`src/rtl/mips_pkg.sv`:
```
// Shared MIPS pipeline definitions.
// Fetch FSM encoding and pipeline defaults.
package mips_pkg;

  localparam logic [31:0] DEF_RESET_PC  = 32'h0000_0000;
  localparam logic [31:0] DEF_NOP_INSTR = 32'h0000_0000;

  typedef enum logic [1:0] {
    FETCH = 2'd0,
    HELD  = 2'd1,
    DROP  = 2'd2
  } fetch_state_e;

  typedef struct packed {
    logic [31:0] instr;
    logic [31:0] npc;
  } fetch_word_t;

  function automatic logic [31:0] pc_plus4(
    input logic [31:0] pc
  );
    return pc + 32'd4;
  endfunction

endpackage

```
`src/rtl/if_stage_if.sv`:
```
// Instruction-memory request/ready channel.
// Master is the fetch stage, slave is the memory.
interface imem_if;

  logic        imem_req;
  logic [31:0] imem_addr;
  logic        imem_ready;
  logic [31:0] imem_rdata;

  modport master (
    output imem_req,
    output imem_addr,
    input  imem_ready,
    input  imem_rdata
  );

  modport slave (
    input  imem_req,
    input  imem_addr,
    output imem_ready,
    output imem_rdata
  );

endinterface

```
`src/rtl/if_id_reg.sv`:
```
// IF/ID pipeline register.
// Priority: reset, then flush, then load, else hold.
module if_id_reg
  import mips_pkg::*;
#(
  parameter logic [31:0] NOP_INSTR = DEF_NOP_INSTR
) (
  input  logic        clk,
  input  logic        reset,
  input  logic        load,
  input  logic        flush,
  input  logic [31:0] instr_in,
  input  logic [31:0] npc_in,
  output logic [31:0] instr_q,
  output logic [31:0] npc_q,
  output logic        valid_q
);

  logic [31:0] instr_d;
  logic [31:0] npc_d;
  logic        valid_d;

  // Select bubble, new word or current contents.
  always_comb begin
    instr_d = instr_q;
    npc_d   = npc_q;
    valid_d = valid_q;
    if (flush) begin
      instr_d = NOP_INSTR;
      npc_d   = 32'd0;
      valid_d = 1'b0;
    end else if (load) begin
      instr_d = instr_in;
      npc_d   = npc_in;
      valid_d = 1'b1;
    end
  end

  // Register with synchronous reset to a bubble.
  always_ff @(posedge clk) begin
    if (reset) begin
      instr_q <= NOP_INSTR;
      npc_q   <= 32'd0;
      valid_q <= 1'b0;
    end else begin
      instr_q <= instr_d;
      npc_q   <= npc_d;
      valid_q <= valid_d;
    end
  end

endmodule

```
`src/rtl/if_stage.sv`:
```
// Instruction fetch stage: PC, fetch FSM, hold buffer.
// Drives the IF/ID register through if_id_reg.
module if_stage
  import mips_pkg::*;
#(
  parameter logic [31:0] RESET_PC  = DEF_RESET_PC,
  parameter logic [31:0] NOP_INSTR = DEF_NOP_INSTR
) (
  input  logic        clk,
  input  logic        reset,
  input  logic        hazard,
  input  logic        pcSrc,
  input  logic [31:0] branchTarget,
  input  logic        jump,
  input  logic [31:0] jumpTarget,
  imem_if.master      imem,
  output logic [31:0] instr_IF_ID,
  output logic [31:0] newPC_IF_ID,
  output logic        valid_IF_ID
);

  fetch_state_e state_q, state_d;
  logic [31:0]  pc_q, pc_d;
  logic [31:0]  pend_q, pend_d;
  fetch_word_t  buf_q, buf_d;

  logic         redirect;
  logic [31:0]  target;
  logic [31:0]  pc_nxt;
  logic         reg_load;
  logic         reg_flush;
  fetch_word_t  reg_word;

  assign redirect = jump | pcSrc;
  assign target   = jump ? jumpTarget : branchTarget;
  assign pc_nxt   = pc_plus4(pc_q);

  assign imem.imem_req  = ((state_q == FETCH) ||
                           (state_q == DROP)) && !reset;
  assign imem.imem_addr = pc_q;

  // Next-state, PC and IF/ID control decisions.
  always_comb begin
    state_d   = state_q;
    pc_d      = pc_q;
    pend_d    = pend_q;
    buf_d     = buf_q;
    reg_load  = 1'b0;
    reg_flush = 1'b0;
    reg_word  = '{instr: imem.imem_rdata,
                  npc:   pc_nxt};
    unique case (state_q)
      FETCH: begin
        if (redirect) begin
          reg_flush = 1'b1;
          if (imem.imem_ready) begin
            pc_d = target;
          end else begin
            pend_d  = target;
            state_d = DROP;
          end
        end else if (imem.imem_ready) begin
          pc_d = pc_nxt;
          if (hazard) begin
            buf_d   = '{instr: imem.imem_rdata,
                        npc:   pc_nxt};
            state_d = HELD;
          end else begin
            reg_load = 1'b1;
          end
        end else if (!hazard) begin
          reg_flush = 1'b1;
        end
      end
      HELD: begin
        if (redirect) begin
          reg_flush = 1'b1;
          pc_d      = target;
          state_d   = FETCH;
        end else if (!hazard) begin
          reg_load = 1'b1;
          reg_word = buf_q;
          state_d  = FETCH;
        end
      end
      DROP: begin
        reg_flush = 1'b1;
        if (redirect) begin
          pend_d = target;
        end
        if (imem.imem_ready) begin
          pc_d    = redirect ? target : pend_q;
          state_d = FETCH;
        end
      end
      default: begin
        state_d = FETCH;
      end
    endcase
  end

  // PC, FSM state, hold buffer and pending target.
  always_ff @(posedge clk) begin
    if (reset) begin
      state_q <= FETCH;
      pc_q    <= RESET_PC;
      pend_q  <= 32'd0;
      buf_q   <= '0;
    end else begin
      state_q <= state_d;
      pc_q    <= pc_d;
      pend_q  <= pend_d;
      buf_q   <= buf_d;
    end
  end

  if_id_reg #(
    .NOP_INSTR(NOP_INSTR)
  ) u_if_id (
    .clk     (clk),
    .reset   (reset),
    .load    (reg_load),
    .flush   (reg_flush),
    .instr_in(reg_word.instr),
    .npc_in  (reg_word.npc),
    .instr_q (instr_IF_ID),
    .npc_q   (newPC_IF_ID),
    .valid_q (valid_IF_ID)
  );

endmodule

```
`src/flat_wrapper.sv`:
```
// flat-port wrapper written by rule: the top's interface ports become plain ports
module if_stage_flat import mips_pkg::*;
#(
  parameter logic [31:0] RESET_PC  = DEF_RESET_PC,
  parameter logic [31:0] NOP_INSTR = DEF_NOP_INSTR
)
  (clk, reset, hazard, pcSrc, branchTarget, jump, jumpTarget, instr_IF_ID, newPC_IF_ID, valid_IF_ID, imem_imem_req, imem_imem_addr, imem_imem_ready, imem_imem_rdata);
  imem_if imem_i ();
  input  logic clk;
  input  logic reset;
  input  logic hazard;
  input  logic pcSrc;
  input  logic [31:0] branchTarget;
  input  logic jump;
  input  logic [31:0] jumpTarget;
  output logic [31:0] instr_IF_ID;
  output logic [31:0] newPC_IF_ID;
  output logic valid_IF_ID;
  output wire logic [$bits(imem_i.imem_req)-1:0] imem_imem_req;
  output wire logic [$bits(imem_i.imem_addr)-1:0] imem_imem_addr;
  input wire logic [$bits(imem_i.imem_ready)-1:0] imem_imem_ready;
  input wire logic [$bits(imem_i.imem_rdata)-1:0] imem_imem_rdata;
  assign imem_imem_req = imem_i.imem_req;
  assign imem_imem_addr = imem_i.imem_addr;
  assign imem_i.imem_ready = imem_imem_ready;
  assign imem_i.imem_rdata = imem_imem_rdata;
  if_stage #(.RESET_PC(RESET_PC), .NOP_INSTR(NOP_INSTR)) u_core (.clk(clk), .reset(reset), .hazard(hazard), .pcSrc(pcSrc), .branchTarget(branchTarget), .jump(jump), .jumpTarget(jumpTarget), .imem(imem_i), .instr_IF_ID(instr_IF_ID), .newPC_IF_ID(newPC_IF_ID), .valid_IF_ID(valid_IF_ID));
endmodule
```
`config.mk`:
```
export PLATFORM = sky130hd
export DESIGN_NAME = if_stage_flat
export DESIGN_NICKNAME = d
export VERILOG_FILES = /design/src/rtl/mips_pkg.sv /design/src/rtl/if_stage_if.sv /design/src/rtl/if_id_reg.sv /design/src/rtl/if_stage.sv /design/src/flat_wrapper.sv
export SDC_FILE = /design/constraint.sdc
export NUM_CORES = 1
export LEC_CHECK = 0
export ABC_AREA = 1
export BUFFER_PORTS_ARGS = -buffer_cell sky130_fd_sc_hd__buf_2
export CORE_MARGIN = 4
export CORE_UTILIZATION = 50
export DETAILED_ROUTE_END_ITERATION = 12
export PLACE_DENSITY = 0.85
export SLEW_MARGIN = 20
export SYNTH_ARGS = -nofsm -noshare
export SYNTH_HDL_FRONTEND = slang
export SYNTH_SLANG_ARGS = --single-unit
```
`constraint.sdc`:
```
create_clock -name clk -period 2.4 [get_ports clk]
set_input_delay 0.36 -clock clk [delete_from_list [all_inputs] [get_ports clk]]
set_output_delay 0.36 -clock clk [all_outputs]
set_load 0.01 [all_outputs]
```
Word-level counts from Yosys, hierarchy flattened --
Index checks and enable logic that the tools add are counted.
Word-level totals: memories 0, latch bits 0, flip-flop bits (word level) 195, logic and storage cells 64, bits in read-only memories 0, output and inout bits 98, memory bits (writable) 0, bits of input ports 102
Operators by class: mux-type cells 31, add/sub/neg operators 1, $mul 0, bitwise gates (word level) 2, shift-type cells 0, reduce and logical (&&, ||, !) cells 11, divide/modulo/power cells 0, equal/unequal tests 11, order comparisons 0
Operators by type and width (number):
- $mux 32 | 9
- $mux 64 | 3
- $pmux 32 s3 | 1
- $pmux 32 s2 | 1
- $add 32x3->32 const B | 1
- $mux 2 | 7
- $ne 3x2->1 const B | 3
- $mux 1 | 7
- $ne 2x2->1 const B | 3
- $pmux 2 s3 | 1
- $reduce_and 3->1 | 2
- $reduce_and 5->1 | 1
- $ne 2x1->1 const B | 2
- $reduce_and 4->1 | 1
- $ne 3x3->1 const B | 1
- $pmux 1 s3 | 1
- $reduce_bool 3->1 | 1
- $eq 2x1->1 const B | 1
- $eq 2x2->1 const B | 1
- $logic_not 2->1 | 1
- $pmux 1 s2 | 1
- $reduce_bool 2->1 | 1
- $reduce_or 2->1 | 1
- $logic_and 1x1->1 | 1
- other kinds (4) | 4

Longest topological paths before layout --
depth in word-level cells 5, depth in mapped cells 12, mapped depth without buffers 12

By module --
A second synthesis with hierarchy kept.
Unflattened totals: cells, all modules 1782, area, all modules 11313.4 um^2
Modules (own cells, without submodules):
- if_stage | area an instance 8658.3 um^2, instances 1, cells each 1374, sequential area each 2602.5 um^2
- if_id_reg | area an instance 2655.0 um^2, instances 1, cells each 408, sequential area each 1301.2 um^2

Worst setup path after synthesis --
OpenSTA, ideal clock, no wires.
kind register to register, start reg u_core.state_q[0], end reg u_core.u_if_id.instr_q[14], setup time 70 ps, stages on the path, launching flop included 11, slack 699 ps, data arrival time 1631 ps, period minus slack after synthesis 1701 ps, data required time 2330 ps, buffers on the path 1, path through dfxtp_1 inv_1 ha_1 inv_1 a21oi_1 o21ai_1 nand2_1 inv_2 clkbuf_1 o21ai_0 a21oi_1
Between the ends: word-level cells in the longest chain between the ends 3, elaborated cells on any way between the ends 7, those cells by class eq/ne (2); mux (3); reduce/logical (2)
RTL lines:
- start, declared | line if_stage.sv:22 | fetch_state_e state_q, state_d;
- start signal, assigned | line if_stage.sv:110 | state_q <= state_d;
- $eq 2x2->1, or another cell as far along | line if_stage.sv:52 | unique case (state_q)
- $pmux 1 s3 | line if_stage.sv:52
- $reduce_or 2->1 (no line)
- end signal, assigned | line if_id_reg.sv:46 | instr_q <= instr_d;
- end, declared | line if_id_reg.sv:14 | output logic [31:0] instr_q,
Several ways; a longest one is shown, not always the timed one. A chain may end at the register's enable or synchronous reset.

Final worst setup path --
start reg u_core.state_q[0], end out imem_imem_req
Between the ends: word-level cells in the longest chain between the ends 3, elaborated cells on any way between the ends 4, those cells by class eq/ne (1); reduce/logical (3)
RTL lines:
- $eq 2x2->1 or $logic_not 2->1 (tied branches) | line if_stage.sv:39, if_stage.sv:38
- $logic_or 1x1->1 (*) | line if_stage.sv:38 | assign imem.imem_req = ((state_q == FETCH) ||
- $logic_and 1x1->1 (*) | line if_stage.sv:39 | (state_q == DROP)) && !reset;
- end, declared | line flat_wrapper.sv:19 | output wire logic [$bits(imem_i.imem_req)-1:0] imem_imem_req;
Every way passes the cells marked *; elsewhere a longest branch is shown, timed or not.

==> flow_summary.yaml <==
outcome:
  status: "completed"
die:
  initial_utilization_pct: 51.1
  die-area_um2: 24000
  die_w_um: 155
  io_pins: 200
  rows: 53
  die_h_um: 155
  core_area_um2: 21100
logic_synthesis:
  synthMostInstantiatedCell: "nand2_1"
  synthFlopType: "dfxtp_1"
  yosysWarningCount: 0
  synthCells: 1693
  synth_nets: 1800
  ys_types: 36
  avgSynthCellArea_um2: 6.37
  synth_common_cells: "nand2_1 (577), o21ai_0 (203), a21oi_1 (197)"
  synth.area.top_cells: "dfxtp_1 (36%), nand2_1 (20%), o21ai_0 (9.4%), a21oi_1 (9.1%), a31oi_1 (4.4%)"
  yosysTopAreaCell: "dfxtp_1"
  async_flop_share_pct: 0
  seq_area_frac_synth_pct: 36.2
  synth_top_cell_area_share_pct: 36.2
  synth_edf_count: 0
  synthesis.area_um2: 10800
  ys_seq_elements: 195
timing:
  setup_viol: 0
  clock_skew_ns: 0.0129
  tightestPinTransition_ns: 0.753
  rsz0062_at_grt: "no"
  timing.final.hold_violations: 0
  whs_ns: 0.182
  slew_viol_final: 0
  setup_tns_ns: 0
  min_period_ns: 2.18
  fin_crit_sh_pct: 91.0
  clock.fmax_mhz: 458
  slew_headroom_pct: 49.8
placement:
  portBuffers: 199
  dp.cells: 2083
  dpl.hpwl_um: 22800
  gp_congestion: 1.01
clock_network:
  clock_latency_ns: 0.44
  clk_pin_slew_ns: 0.09
  cts_inserted_buffers: 17
  tritoncts: "yes"
  cts_root_buf: "clkbuf_16"
  cts_setup_buffers: 0
  htree_levels: 4
  postCtsHoldBufs: 0
  clock_sinks: 195
  cts_resized: 0
  cts_max_path_buffers: 2
routing:
  first_iter_violations: 1199
  wl_met2_um: 15800
  detail_route.wl_per_cell_um: 15.9
  ant_nets: 0
  wl_um: 33600
  dr.pass1.iters: 6
  dr.max_layer_used: "met4"
  vias_per_cell: 5.65
  met3_length_um: 2880
  vias: 11940
  post-route-drc-count: 0
  drt-met1-wl_um: 13700
power_and_ir_drop:
  leakagePower_nw: 5.72
  power.density_nw_per_um2: 926
  peakVddDrop_mv: 0.713
final_layout:
  multiInputGateArea_um2: 5910
  syn_to_final_growth_pct: 16.7
  drive_above_1_share_pct: 15.8
  final_cells: 2115
  fin_util_pct: 59.7
  antenna_cells: 0
  n_fill_cell: 1986
  finalNetCount: 1934
  register_area_um2: 3900
worst_setup_path:
  cp-start-kind: "register"
  arrival_ns: 1.82
  cp_max_fo: 16
  required_ns: 2.04
  critPathKind: "reg2out"
  end_kind: "output pin"
grt:
  grt_pass1_wl_um: 54800
  grt-ovfl-total: 0
  grt_use_total_pct: 27.5
  grt_start_max_net_pins: 101
  grt_pass1_vias: 11045
  antenna_found_initial: 0
worst_hold_path:
  hold_path_class: "in2reg"
flow_run:
  drv_cap: 0
stage by stage:
step	power (mW)	setup slack, ns	area, µm²
floorplan	7.15	0.699	10800
global placement	8.53	0.314	12000
detailed placement	8.65	0.312	12000
CTS	11.6	0.220	12600
global route	12.4	0.0751	12600
finish	11.7	0.215	12600
where the power goes:
group	internal (mW)	total (mW)	switching, mW
clock	1.44	2.96	1.51
combinational	1.48	4.32	2.85
sequential	3.80	4.38	0.575
total	6.72	11.7	4.93
placed cells by master, fill, tap and decap left out, types with 5 or more instances in the layout:
cell,netlist,layout
a31oi_1,75,75
xor2_1,9,9
inv_2,5,6
clkbuf_16,0,17
buf_4,8,29
o211ai_1,13,13
clkinv_8,0,6
nand2_1,577,577
o21bai_1,19,19
nor2_2,5,5
nand3_1,39,39
buf_2,35,199
mux2i_1,5,5
a21oi_1,197,197
dfxtp_1,195,195
o21ai_1,25,25
nor2_1,59,59
buf_12,0,7
inv_1,109,108
ha_1,5,5
o21ai_0,203,203
xnor2_1,6,6
area by class of cell:
cell class	instances	share of cell area (%)
Multi-Input combinational cell	1261	47.0
Sequential cell	195	31.0
Clock buffer	17	3.38
Timing Repair Buffer	235	10.8
Tap cell	275	2.73
Inverter	117	3.51
Clock inverter	15	1.60
per-layer routing:
metal | up-vias | GRT usage [%]
li1 | 5861 | -
met1 | 5464 | 35.5
met2 | 536 | 44.8
met3 | 79 | 5.79
met4 | 0 | 11.2
met5 | - | 0
worst paths after layout:
| check | slack, ns | end | start | cells past startpoint |
|---|---|---|---|---|
| min reg2reg | 0.45 | u_core.buf_q[52] | u_core.buf_q[52] | 2 |
| max | 0.22 | imem_imem_req | u_core.state_q[0] | 6 |
| max reg2reg | 0.23 | u_core.u_if_id.npc_q[6] | u_core.state_q[0] | 11 |
| min | 0.18 | u_core.u_if_id.instr_q[29] | imem_imem_rdata[29] | 3 |
worst max-delay path: stages, from the launching register on:
cell and delay (ns):
dfxtp_1 0.38, inv_1 0.10, ha_1 0.23, buf_4 0.21
nor2_1 0.25, nor2_1 0.06, buf_2 0.16
flip-flops by register name, indices dropped and copies added, names as in the netlist:
register	flops
u_core.buf_q	64
u_core.imem.imem_addr	32
u_core.pend_q	32
u_core.state_q	2
u_core.u_if_id.instr_q	32
u_core.u_if_id.npc_q	32
u_core.u_if_id.valid_q	1
cells by family after synthesis:
| group | share of synthesized area, % |
|---|---|
| DFF | 36.2 |
| buffers and inverters | 8.96 |
| and+or+nand+nor | 25.7 |
| AOI/OAI and AO/OA | 26.9 |
| adders and majority gates | 0.580 |
| xor gates and xnor gates | 1.22 |
| muxes | 0.464 |
(Power assumes the default switching activity.)
